===== config.mk =====
export PLATFORM = sky130hd
export DESIGN_NAME = sram_arbiter
export DESIGN_NICKNAME = d
export VERILOG_FILES = /design/src/rtl/sram_arb_pkg.sv /design/src/rtl/rr_arbiter2.sv /design/src/rtl/sram_arbiter.sv
export SDC_FILE = /design/constraint.sdc
export NUM_CORES = 1
export LEC_CHECK = 0
export BUFFER_PORTS_ARGS = -buffer_cell sky130_fd_sc_hd__buf_4
export CAP_MARGIN = 20
export CORE_MARGIN = 4
export CORE_UTILIZATION = 48
export DETAILED_ROUTE_END_ITERATION = 8
export GPL_TIMING_DRIVEN = 0
export PLACE_DENSITY = 0.85
export SLEW_MARGIN = 20
export SYNTH_ARGS = -nofsm -noshare
export SYNTH_HDL_FRONTEND = slang
export SYNTH_SLANG_ARGS = --single-unit

===== constraint.sdc =====
create_clock -name Clk -period 3.9 [get_ports Clk]
set_input_delay 0 -clock Clk [delete_from_list [all_inputs] [get_ports Clk]]
set_output_delay 0 -clock Clk [all_outputs]
set_load 0.1 [all_outputs]

===== src/rtl/sram_arb_pkg.sv =====
// Shared types and widths for the two-port SRAM arbiter.
package sram_arb_pkg;

  localparam int ADDR_W = 20;
  localparam int DATA_W = 16;

  typedef enum logic [1:0] {
    IDLE   = 2'd0,
    ACCESS = 2'd1,
    DONE   = 2'd2
  } state_e;

  typedef enum logic {
    REQ_CPU = 1'b0,
    REQ_DMA = 1'b1
  } requester_e;

endpackage


===== src/rtl/rr_arbiter2.sv =====
// Two-requester grant selection, round-robin by default.
// Define SRAM_ARB_CPU_PRIORITY_EN for fixed CPU-first priority instead.
module rr_arbiter2
  import sram_arb_pkg::*;
(
  input  logic       i_cpu_req,
  input  logic       i_dma_req,
  input  requester_e i_last,
  output logic [1:0] o_grant
);

`ifdef SRAM_ARB_CPU_PRIORITY_EN
  logic w_unused_last;
  assign w_unused_last = i_last;
`endif

  // One-hot grant: bit 0 = CPU, bit 1 = DMA; on a tie the port not served last wins
  always_comb begin
    o_grant = 2'b00;
    if (i_cpu_req && i_dma_req) begin
`ifdef SRAM_ARB_CPU_PRIORITY_EN
      o_grant = 2'b01;
`else
      o_grant = (i_last == REQ_DMA) ? 2'b01 : 2'b10;
`endif
    end else if (i_cpu_req) begin
      o_grant = 2'b01;
    end else if (i_dma_req) begin
      o_grant = 2'b10;
    end else begin
      o_grant = 2'b00;
    end
  end

endmodule


===== src/rtl/sram_arbiter.sv =====
// CPU/DMA arbiter for an asynchronous SRAM with a fixed WAIT_CYCLES access window.
// Optional macro SRAM_ARB_CPU_PRIORITY_EN selects fixed CPU priority (see rr_arbiter2).
module sram_arbiter
  import sram_arb_pkg::*;
#(
  parameter int WAIT_CYCLES = 2
)
(
  input  logic              Clk,
  input  logic              Reset_n,
  input  logic              CPU_Req,
  input  logic              DMA_Req,
  input  logic              CPU_WE,
  input  logic              DMA_WE,
  input  logic [ADDR_W-1:0] CPU_Addr,
  input  logic [ADDR_W-1:0] DMA_Addr,
  input  logic [DATA_W-1:0] CPU_WData,
  input  logic [DATA_W-1:0] DMA_WData,
  output logic [DATA_W-1:0] CPU_RData,
  output logic [DATA_W-1:0] DMA_RData,
  output logic              CPU_Ack,
  output logic              DMA_Ack,
  output logic [ADDR_W-1:0] ADDR,
  output logic [DATA_W-1:0] Data_to_SRAM,
  output logic              Data_OE,
  input  logic [DATA_W-1:0] Data_from_SRAM,
  output logic              Mem_CE,
  output logic              Mem_UB,
  output logic              Mem_LB,
  output logic              Mem_OE,
  output logic              Mem_WE
);

  localparam logic [2:0] LAST_CNT = 3'(WAIT_CYCLES - 1);

  state_e            r_state, w_state_nxt;
  logic [2:0]        r_cnt, w_cnt_nxt;
  requester_e        r_grant, w_grant_nxt;
  requester_e        r_last, w_last_nxt;
  logic              r_we, w_we_nxt;
  logic [ADDR_W-1:0] r_addr, w_addr_nxt;
  logic [DATA_W-1:0] r_wdata, w_wdata_nxt;
  logic [DATA_W-1:0] r_cpu_rdata, r_dma_rdata;
  logic              w_capture;
  logic              r_cpu_ack, r_dma_ack, w_cpu_ack_nxt, w_dma_ack_nxt;
  logic              r_mem_ce, r_mem_oe, r_mem_we, r_data_oe;
  logic              w_mem_ce_nxt, w_mem_oe_nxt, w_mem_we_nxt, w_data_oe_nxt;
  logic [1:0]        w_gnt;

  rr_arbiter2 u_arb (
    .i_cpu_req (CPU_Req),
    .i_dma_req (DMA_Req),
    .i_last    (r_last),
    .o_grant   (w_gnt)
  );

  // Next-state, latching and read-capture decisions
  always_comb begin
    w_state_nxt = r_state;
    w_cnt_nxt   = r_cnt;
    w_grant_nxt = r_grant;
    w_last_nxt  = r_last;
    w_we_nxt    = r_we;
    w_addr_nxt  = r_addr;
    w_wdata_nxt = r_wdata;
    w_capture   = 1'b0;
    case (r_state)
      IDLE: begin
        if (|w_gnt) begin
          w_state_nxt = ACCESS;
          w_cnt_nxt   = 3'd0;
          w_grant_nxt = w_gnt[1] ? REQ_DMA : REQ_CPU;
          w_last_nxt  = w_gnt[1] ? REQ_DMA : REQ_CPU;
          w_we_nxt    = w_gnt[1] ? DMA_WE : CPU_WE;
          w_addr_nxt  = w_gnt[1] ? DMA_Addr : CPU_Addr;
          w_wdata_nxt = w_gnt[1] ? DMA_WData : CPU_WData;
        end else begin
          w_state_nxt = IDLE;
        end
      end
      ACCESS: begin
        if (r_cnt == LAST_CNT) begin
          w_state_nxt = DONE;
          w_cnt_nxt   = 3'd0;
          w_capture   = ~r_we;
        end else begin
          w_cnt_nxt   = r_cnt + 3'd1;
        end
      end
      DONE:    w_state_nxt = IDLE;
      default: w_state_nxt = IDLE;
    endcase
  end

  // SRAM strobes and acks derived from the upcoming state so they leave a register
  always_comb begin
    w_mem_ce_nxt  = 1'b1;
    w_mem_oe_nxt  = 1'b1;
    w_mem_we_nxt  = 1'b1;
    w_data_oe_nxt = 1'b0;
    w_cpu_ack_nxt = 1'b0;
    w_dma_ack_nxt = 1'b0;
    case (w_state_nxt)
      ACCESS: begin
        w_mem_ce_nxt  = 1'b0;
        w_mem_oe_nxt  = w_we_nxt;
        w_mem_we_nxt  = ~w_we_nxt;
        w_data_oe_nxt = w_we_nxt;
      end
      DONE: begin
        // write data stays on the bus one more cycle for SRAM hold time
        w_mem_ce_nxt  = 1'b0;
        w_data_oe_nxt = w_we_nxt;
        w_cpu_ack_nxt = (w_grant_nxt == REQ_CPU);
        w_dma_ack_nxt = (w_grant_nxt == REQ_DMA);
      end
      default: begin
        w_mem_ce_nxt  = 1'b1;
      end
    endcase
  end

  // State, latched request and registered outputs
  always_ff @(posedge Clk) begin
    if (!Reset_n) begin
      r_state     <= IDLE;
      r_cnt       <= 3'd0;
      r_grant     <= REQ_CPU;
      r_last      <= REQ_DMA;
      r_we        <= 1'b0;
      r_addr      <= '0;
      r_wdata     <= '0;
      r_cpu_rdata <= 16'h0000;
      r_dma_rdata <= 16'h0000;
      r_cpu_ack   <= 1'b0;
      r_dma_ack   <= 1'b0;
      r_mem_ce    <= 1'b1;
      r_mem_oe    <= 1'b1;
      r_mem_we    <= 1'b1;
      r_data_oe   <= 1'b0;
    end else begin
      r_state   <= w_state_nxt;
      r_cnt     <= w_cnt_nxt;
      r_grant   <= w_grant_nxt;
      r_last    <= w_last_nxt;
      r_we      <= w_we_nxt;
      r_addr    <= w_addr_nxt;
      r_wdata   <= w_wdata_nxt;
      r_cpu_ack <= w_cpu_ack_nxt;
      r_dma_ack <= w_dma_ack_nxt;
      r_mem_ce  <= w_mem_ce_nxt;
      r_mem_oe  <= w_mem_oe_nxt;
      r_mem_we  <= w_mem_we_nxt;
      r_data_oe <= w_data_oe_nxt;
      if (w_capture && (r_grant == REQ_CPU)) begin
        r_cpu_rdata <= Data_from_SRAM;
      end
      if (w_capture && (r_grant == REQ_DMA)) begin
        r_dma_rdata <= Data_from_SRAM;
      end
    end
  end

  assign CPU_RData    = r_cpu_rdata;
  assign DMA_RData    = r_dma_rdata;
  assign CPU_Ack      = r_cpu_ack;
  assign DMA_Ack      = r_dma_ack;
  assign ADDR         = r_addr;
  assign Data_to_SRAM = r_wdata;
  assign Data_OE      = r_data_oe;
  assign Mem_CE       = r_mem_ce;
  assign Mem_UB       = 1'b0;
  assign Mem_LB       = 1'b0;
  assign Mem_OE       = r_mem_oe;
  assign Mem_WE       = r_mem_we;

endmodule


==> run_results.csv, run 1 <==
group,metric,value,unit
outcome,status,"finished clean",
cts,cts_root_buf,"clkbuf_8",
power,power_frac_seq,0.384,
floorplanning,core_area,6422,sq um
min_path,hp-class,"in -> reg",
critical_path,endpoint_kind,"flip-flop",
route,routed_wl,14.62,mm
cts,htree_levels,3,
route,drt_iter0_drc,428,
cts,cts_hold_buf,89,
sta,setup_viol,0,
logic_synthesis,async_flop_share,0,
logic_synthesis,ys_types,36,
grt,grt_pass1_wl,22.86,mm
power,leakage,0.002829,uW
placement,dp_hpwl,7.286,mm
cts,cts.clk_slew.worst_paths,0.08,ns
grt,grt_start_max_net_pins,15,
sta,relSlewSlack,0.5927,
power,ir_drop,0.2546,mV
critical_path,critPathBufInv,5,
route,avgViaCountPerCell,5.776,
sta,rsz0062_at_grt,"no",
route,wl_per_cell,20.23,um
sta,finalCritPeriodShare,0.6855,
cts,numCtsBuffers,9,
placement,port-buffer-count,166,
final_layout,antennaDiodeCount,0,
logic_synthesis,synth_common_cells,"dfxtp_1, nand2_1, nor2_1",
final_layout,nNetsFinal,737,
logic_synthesis,ys_seq_elements,82,
logic_synthesis,ys_warn_count,0,
final_layout,stdcell_area,5635,sq um
logic_synthesis,netlist_area,3204,sq um
grt,grt_usage,0.3525,
power,p_sw,1007,uW
final_layout,fillers,293,
logic_synthesis,ys_seq_area_frac,0.5123,
power,p_sw_frac,0.4104,
floorplanning,die_y,89.71,um
sta,fin_worst_skew,0.01312,ns
placement,gp_congestion,0.7992,
critical_path,crit_chain,"dlygate4sd3_1 -> buf_4 -> a21boi_0 -> clkbuf_1 -> buf_1 -> nand2_1 -> a31oi_1 -> dlygate4sd3_1",
floorplanning,ios,170,
logic_synthesis,syn_inst,373,
critical_path,crit_family,"buffers and inverters",
critical_path,crit_arrival,2.94,ns
power,power_frac_clock,0.241,
floorplanning,chipWidth,89.71,um
critical_path,worst_ep_required_time,4.17,ns
critical_path,cp_max_fo,10,
grt,grt_pass1_vias,4358,
cts,cts_buffer_depth,2,
final_layout,area_growth,75.87,%
critical_path,cp-start-kind,"input port",
final_layout,utilization,0.8775,
sta,tns,0,ns
run,max-cap-violations,0,
logic_synthesis,synth.avg_cell_area,8.591,sq um
floorplanning,core.rowCount,29,
floorplanning,initial_core_util,0.4989,
sta,tightest_slew,0.6109,ns
placement,pre_cts_ws,1.919,ns
cts,cts_tree,"done",
logic_synthesis,synthDominantCellAreaShare,0.5123,
sta,clock.fmax,374.1,MHz
grt,antenna_found_initial,0,
sta,setup_slack,1.227,ns
route,ant_nets,0,
sta,hold_violations,0,
critical_path,crit_slowest_cell,"dlygate4sd3_1",
power,combPwrFrac,0.375,
sta,period_minus_slack,2.673,ns
cts,cts.repair.resized,0,
sta,drv_slew,0,
power,powerDensity,435.4,nW/um^2
critical_path,crit_type,"in -> reg",
logic_synthesis,synth_most_common_cell,"dfxtp_1",
route,dr_total_vias,4176,
grt,grt_overflow,0,
logic_synthesis,synth_flop_cell,"dfxtp_1",
critical_path,path_common_cell,"dlygate4sd3_1",
logic_synthesis,synthTopCellsByArea,"dfxtp_1, mux2i_1, nand2_1",
cts,cts_setup_buffers,0,
sta,hold_ws,0.03840,ns
cts,clock_sinks,82,
logic_synthesis,synth_edf_count,0,
logic_synthesis,yosysTopAreaCell,"dfxtp_1",
route,drc_errors,0,
power,p_int,1447,uW
cts,clk_latency,0.34,ns
placement,placed_cell_area,4551,sq um
critical_path,max_stage_delay,0.60,ns
route,dr.pass1.iters,7,
final_layout,drive_gt1_frac,0.2941,
floorplanning,die_area,8047,sq um
-- per-stage QoR --
stage | cells | total power [uW]
after floorplan | 374 | 1496
after global routing | 723 | 2516
after CTS | 722 | 2372
after detailed placement | 617 | 1712
final | 723 | 2454
after global placement | 617 | 1703
-- logic make-up (layout without fill, tap and decap cells) --
family	Yosys count	in the layout	share of synthesized area
AND/OR/NAND/NOR	138	138	0.1757
AO/OA/AOI/OAI	85	85	0.1546
flip-flops	82	82	0.5123
buffers and inverters	33	305	0.04841
multiplexers	32	32	0.09996
adder cells (fa/ha/maj)	2	2	0.007808
other	1	2	0.001170
-- layout by cell type (no fill, tap or decap), types with 2 or more instances in the layout --
cell type      Yosys  routed
o21ai_1           12      12
clkbuf_8           0      11
buf_6              3       3
nor2_1            43      43
nand2_1           80      80
dlygate4sd3_1      0      89
clkinvlp_4         0       2
o21ai_0           27      27
mux2i_1           32      32
inv_1              2       2
nand2b_1           4       4
conb_1             1       2
dfxtp_1           82      82
buf_4              2     168
a31oi_1           38      38
ha_1               2       2
clkbuf_1          23      23
-- worst paths after layout --
| kind | slack, ns | endpoint | cells after the start | startpoint |
|---|---|---|---|---|
| worst max-delay path | 1.23 | ADDR[15] | 8 | DMA_Req |
| worst max register to register | 1.23 | ADDR[15] | 6 | r_last |
| worst min-delay path | 0.04 | r_last | 4 | CPU_Req |
| worst min register to register | 0.50 | CPU_RData[4] | 2 | CPU_RData[4] |
-- layer usage --
layer  vias to the layer above  track usage  share of wire
li1                       1802            -              -
met1                      1887       0.3967           0.35
met2                       397       0.5852           0.46
met3                        90       0.1068           0.12
met4                         0       0.2171          0.066
met5                         -            0              0
-- layout make-up --
cell class,instances,area (sq um),share of cell area
tap,77,96.34,0.01710
clock inverter,5,37.54,0.006661
timing repair buffer,256,2142,0.3801
buffer,30,143.9,0.02553
clock buffer,11,151.4,0.02686
inverter,3,11.26,0.001998
multi-input combinational,259,1411,0.2504
sequential,82,1642,0.2913
-- worst reg2reg max path: stages, from the launching register on --
cell and delay, ns:
dfxtp_1 0.35, a21boi_0 0.26, clkbuf_1 0.52, buf_1 0.50
nand2_1 0.17, a31oi_1 0.23, dlygate4sd3_1 0.60
-- power groups by stage --
stage / registers, uW / logic, uW / clock network, uW
5_1_grt: 945 / 945 / 626
4_1_cts: 930 / 866 / 576
2_1_floorplan: 1340 / 157 / 0
3_3_place_gp: 947 / 756 / 0
3_5_place_dp: 949 / 763 / 0
6_report: 942 / 921 / 591
-- sequential cells by signal, summed over array words and instances, names as in the netlist, 2 cells and up --
signal	flops
ADDR	20
CPU_RData	16
DMA_RData	16
Data_to_SRAM	16
r_cnt	3
r_state	2
No activity file was read; power rests on OpenSTA's default activity.
==> run 2, diff against run 1 <==
- CORE_UTILIZATION: 48 -> 40
- PLACE_DENSITY: 0.85 -> 0.75
- clock period: 3.9 -> 2.31 ns (I/O delays scaled with it)
==> run 2 against run 1 <==
Compared with the run above: combinational power increased by 57%; clock power increased by 120%; critical path depth decreased by 2; highest routed layer unchanged; register-to-register slack got worse by 0.89 ns; routed wire length decreased by 13%; die area increased by 18%; worst setup slack got worse by 0.89 ns; via count decreased by 7.7%; clock skew decreased by 0.0058 ns; global-route usage decreased by 9.0 points; flip-flop and latch count unchanged; largest power group unchanged; first-iteration DRC count decreased by 62%.
==> run_results.csv, run 2 (same netlist as run 1, synthesis figures left out) <==
group,metric,value,unit
outcome,status,"finished clean",
cts,cts_root_buf,"clkbuf_8",
final_layout,area_growth,78.68,%
final_layout,nNetsFinal,736,
power,powerDensity,754.7,nW/um^2
route,wl_per_cell,17.12,um
final_layout,fillers,515,
sta,tightest_slew,0.7139,ns
floorplanning,die_area,9507,sq um
route,dr_total_vias,3854,
route,avgViaCountPerCell,5.159,
cts,cts_setup_buffers,0,
cts,cts_buffer_depth,2,
critical_path,cp-start-kind,"flip-flop",
grt,grt_usage,0.2625,
critical_path,endpoint_kind,"flip-flop",
critical_path,startpoint,"r_cnt[0]",
floorplanning,core_area,7767,sq um
critical_path,cp_max_fo,10,
cts,htree_levels,3,
grt,grt_overflow,0,
grt,grt_pass1_vias,4061,
cts,cts_tree,"done",
final_layout,antennaDiodeCount,0,
floorplanning,ios,170,
grt,grt_pass1_wl,20.16,mm
cts,cts.clk_slew.worst_paths,0.09,ns
sta,fin_worst_skew,0.007306,ns
cts,numCtsBuffers,9,
final_layout,final_cell_mix,"buf_4, dlygate4sd3_1, dfxtp_1, nand2_1, nor2_1",
final_layout,final_common_cell,"buf_4",
critical_path,r2r_start,"r_cnt[0]",
floorplanning,chipWidth,97.51,um
route,dr.pass1.iters,5,
power,ir_drop,0.5034,mV
sta,period_minus_slack,1.971,ns
cts,clk_latency,0.35,ns
critical_path,worst_ep_required_time,2.54,ns
placement,port-buffer-count,166,
power,leakage,0.002798,uW
floorplanning,die_y,97.51,um
final_layout,drive_gt1_frac,0.2946,
grt,grt_start_max_net_pins,16,
placement,dp_hpwl,7.390,mm
critical_path,endpoint,"DMA_RData[5]",
critical_path,ff2ff_path_depth,6,
sta,drv_slew,0,
critical_path,ff2ff_setup_slack,0.34,ns
sta,finalCritPeriodShare,0.8532,
placement,placed_cell_area,4582,sq um
route,drt_iter0_drc,164,
sta,tns,0,ns
sta,rsz0062_at_grt,"no",
placement,gp_congestion,0.8436,
final_layout,stdcell_area,5725,sq um
route,ant_nets,0,
floorplanning,initial_core_util,0.4125,
route,routed_wl,12.79,mm
min_path,hp-class,"in -> reg",
sta,clock.fmax,507.4,MHz
sta,setup_viol,0,
critical_path,crit_type,"reg -> reg",
critical_path,crit_arrival,2.20,ns
route,drc_errors,0,
sta,relSlewSlack,0.5214,
critical_path,r2r-end,"DMA_RData[5]",
floorplanning,core.rowCount,32,
grt,antenna_found_initial,0,
sta,hold_violations,0,
cts,clock_sinks,82,
run,max-cap-violations,0,
final_layout,largest_reg_flops,20,
[run 2: worst min path at each step]
stage / startpoint / end / cells after the start
5_1_grt: CPU_Req / r_last / 4
6_report: CPU_Req / r_last / 4
3_5_place_dp: Data_from_SRAM[15] / CPU_RData[15] / 3
4_1_cts: CPU_Req / r_last / 4
2_1_floorplan: Data_from_SRAM[0] / CPU_RData[0] / 2
3_3_place_gp: Data_from_SRAM[15] / CPU_RData[15] / 3
[run 2: power by group]
part / internal (uW) / switching (uW) / leakage [uW]
Clock: 728 / 558 / 0.000120
Sequential: 1520 / 65.6 / 0.000672
Combinational: 423 / 1030 / 0.00201
Total: 2670 / 1650 / 0.00280
[run 2: what timing repair did]
item,4_1_cts,5_1_grt
hold buffers,89,0
gates resized for setup,0,0
endpoints found under the hold margin,69,0
[run 2: per-layer routing]
layer,share of wire,GRT usage,vias to the layer above
met3,0.11,0.09691,42
met2,0.48,0.4444,269
met5,0,0,-
met4,0.038,0.1331,0
met1,0.38,0.2871,1734
li1,-,-,1809
[run 2: metrics by stage]
| stage | total power (uW) | hold WS (ns) | worst slack, ns | utilization | cells |
|---|---|---|---|---|---|
| after floorplan | 2526 | 0.1439 | 0.4860 | - | 374 |
| after global placement | 2882 | 0.2434 | 0.2794 | 0.5899 | 642 |
| after detailed placement | 2891 | 0.2494 | 0.1877 | 0.5899 | 642 |
| after CTS | 4289 | 0.0001475 | 0.1705 | 0.7365 | 747 |
| after global routing | 4457 | 0.02114 | 0.1866 | 0.7371 | 747 |
| final | 4321 | 0.01205 | 0.3391 | 0.7371 | 747 |
[run 2: worst max-delay path, cell delays in order, from the launching register on]
cell,delay (ns)
dfxtp_1,0.41
or3b_1,0.40
or4b_1,0.50
buf_6,0.17
buf_6,0.16
mux2i_1,0.16
nor2_1,0.05
[run 2: final cells by class]
type                            count  area, sq um  area share
Timing Repair Buffer              255         2137      0.3733
Clock buffer                        9        123.9     0.02163
Tap cell                          102        127.6     0.02229
Sequential cell                    82         1642      0.2867
Inverter                            3        11.26    0.001967
Buffer                             30        143.9     0.02513
Clock inverter                      7        123.9     0.02163
Multi-Input combinational cell    259         1416      0.2474
==> run 3, diff against run 2 <==
- CELL_PAD_IN_SITES_DETAIL_PLACEMENT: default -> 1
- CELL_PAD_IN_SITES_GLOBAL_PLACEMENT: default -> 1
- CORE_UTILIZATION: 40 -> 29
- CTS_BUF_LIST: default -> sky130_fd_sc_hd__clkbuf_8
- PLACE_DENSITY: 0.75 -> default
- PLACE_DENSITY_LB_ADDON: default -> 0.1
==> run 3 against run 2 <==
Compared with the run above: core utilization decreased by 20 points; sequential power about the same; clock power decreased by 9%; clock skew increased by 0.0021 ns; global-route usage decreased by 6.6 points; via count decreased by 3.8%; final area increased by 0.76%; sequential share of layout area decreased by 0.22 points; register-to-register slack got worse by 0.11 ns; maximum frequency decreased by 5.3%; die area increased by 35%; critical path type unchanged; first-iteration DRC count decreased by 3.7%; critical endpoint is now Data_to_SRAM[0].
==> run_results.csv, run 3 (same netlist as run 1, synthesis figures left out) <==
group,metric,value,unit
floorplanning,initial_core_util,0.2956,
critical_path,cp_max_fo,10,
sta,fin_worst_skew,0.009398,ns
final_layout,utilization,0.5322,
route,wl_per_cell,16.10,um
cts,cts_setup_buffers,0,
placement,port-buffer-count,166,
sta,clock.fmax,480.6,MHz
critical_path,endpoint,"Data_to_SRAM[0]",
grt,grt_pass1_wl,20.24,mm
power,leakage,0.002799,uW
sta,period_minus_slack,2.081,ns
sta,setup_viol,0,
cts,cts_tree,"done",
final_layout,antennaDiodeCount,0,
final_layout,multi_input_area,1423,sq um
sta,hold_violations,0,
critical_path,ff2ff_path_depth,4,
floorplanning,chipWidth,113.1,um
sta,hold_ws,0.04453,ns
critical_path,ff2ff_setup_slack,0.23,ns
placement,gp_congestion,0.7576,
critical_path,r2r_start,"r_state[0]",
placement,pre_cts_ws,0.2865,ns
cts,clk_latency,0.35,ns
floorplanning,die_y,113.1,um
final_layout,final_common_cell,"buf_4",
critical_path,crit_arrival,2.32,ns
final_layout,nNetsFinal,737,
grt,grt_overflow,0,
critical_path,endpoint_kind,"flip-flop",
route,drt_iter0_drc,158,
power,ir_drop,0.3523,mV
cts,numCtsBuffers,9,
grt,grt_pass1_vias,4056,
critical_path,crit_type,"reg -> reg",
grt,use_met3,0.05348,
floorplanning,core_area,10840,sq um
route,routed_wl,12.66,mm
sta,finalCritPeriodShare,0.9008,
critical_path,cp-start-kind,"flip-flop",
floorplanning,core.rowCount,38,
min_path,hp-class,"in -> reg",
final_layout,drive_gt1_frac,0.2941,
grt,grt_start_max_net_pins,15,
final_layout,fillers,1283,
grt,grt-busiest-layer,"met2",
final_layout,largest_reg_flops,20,
power,powerDensity,728.8,nW/um^2
grt,grt.met2_usage,0.3456,
route,drc_errors,0,
run,max-cap-violations,0,
grt,groute.layer.met1.usage,0.2228,
sta,drv_slew,0,
sta,tns,0,ns
floorplanning,ios,170,
final_layout,seqCellArea,1642,sq um
route,dr.pass1.iters,4,
route,ant_nets,0,
critical_path,r2r-end,"Data_to_SRAM[0]",
cts,cts.clk_slew.worst_paths,0.09,ns
critical_path,worst_ep_required_time,2.55,ns
sta,setup_slack,0.2291,ns
route,dr_total_vias,3708,
sta,tightest_slew,0.5581,ns
outcome,status,"finished clean",
floorplanning,die_area,12800,sq um
cts,cts_root_buf,"clkbuf_8",
grt,antenna_found_initial,0,
sta,rsz0062_at_grt,"no",
cts,cts_buffer_depth,2,
placement,dp_hpwl,8.284,mm
critical_path,startpoint,"r_state[0]",
final_layout,area_growth,80.05,%
sta,relSlewSlack,0.6183,
grt,grt_usage,0.1963,
cts,clock_sinks,82,
final_layout,final_cell_mix,"buf_4, dlygate4sd3_1, dfxtp_1, nand2_1, nor2_1",
cts,htree_levels,3,
route,avgViaCountPerCell,4.718,
run 3: worst max-delay path, cell delays in order (launching register included):
cell           delay [ns]
dfxtp_1              0.37
nor3_4               0.42
clkbuf_1             0.46
a31oi_1              0.14
dlygate4sd3_1        0.58
run 3: layout make-up:
cell class / count / share of cell area
repair buffers: 256 / 0.3722
flip-flops and latches: 82 / 0.2845
multi-input cells: 259 / 0.2466
well taps: 140 / 0.03036
plain buffers: 30 / 0.02494
clock buffers: 10 / 0.02386
clock inverters: 6 / 0.01561
inverters: 3 / 0.001952
run 3: report_power, final:
part           internal (uW)  total (uW)  switching, uW
Clock                    641        1180            544
Combinational            430        1440           1010
Sequential              1520        1580           60.0
Total                   2590        4200           1620
run 3: stage by stage:
stage	power, uW	instance area [sq um]	cells
after floorplan	2526	3208	374
after global placement	2896	4629	680
after detailed placement	2907	4634	680
after CTS	4229	5763	786
after global routing	4395	5769	786
final	4205	5769	786
run 3: worst min-delay path by stage:
stage	startpoint	to	cells after the start
final	Reset_n	Mem_CE	2
after floorplan	Data_from_SRAM[0]	CPU_RData[0]	2
after global placement	Data_from_SRAM[4]	CPU_RData[4]	3
after CTS	Reset_n	Mem_CE	2
after global routing	Reset_n	Mem_CE	2
after detailed placement	Data_from_SRAM[5]	DMA_RData[5]	3
run 3: per-layer routing:
layer | up-vias | wire (um)
met2 | 138 | 6325
met1 | 1742 | 5101
met3 | 27 | 903
met4 | 0 | 328
li1 | 1801 | -
met5 | - | 0
run 3: timing repair:
item | 4_1_cts | 5_1_grt
gates resized for setup | 0 | 1
endpoints found under the hold margin | 69 | 0
hold buffers | 90 | 0
endpoints found under the setup margin | 0 | 3
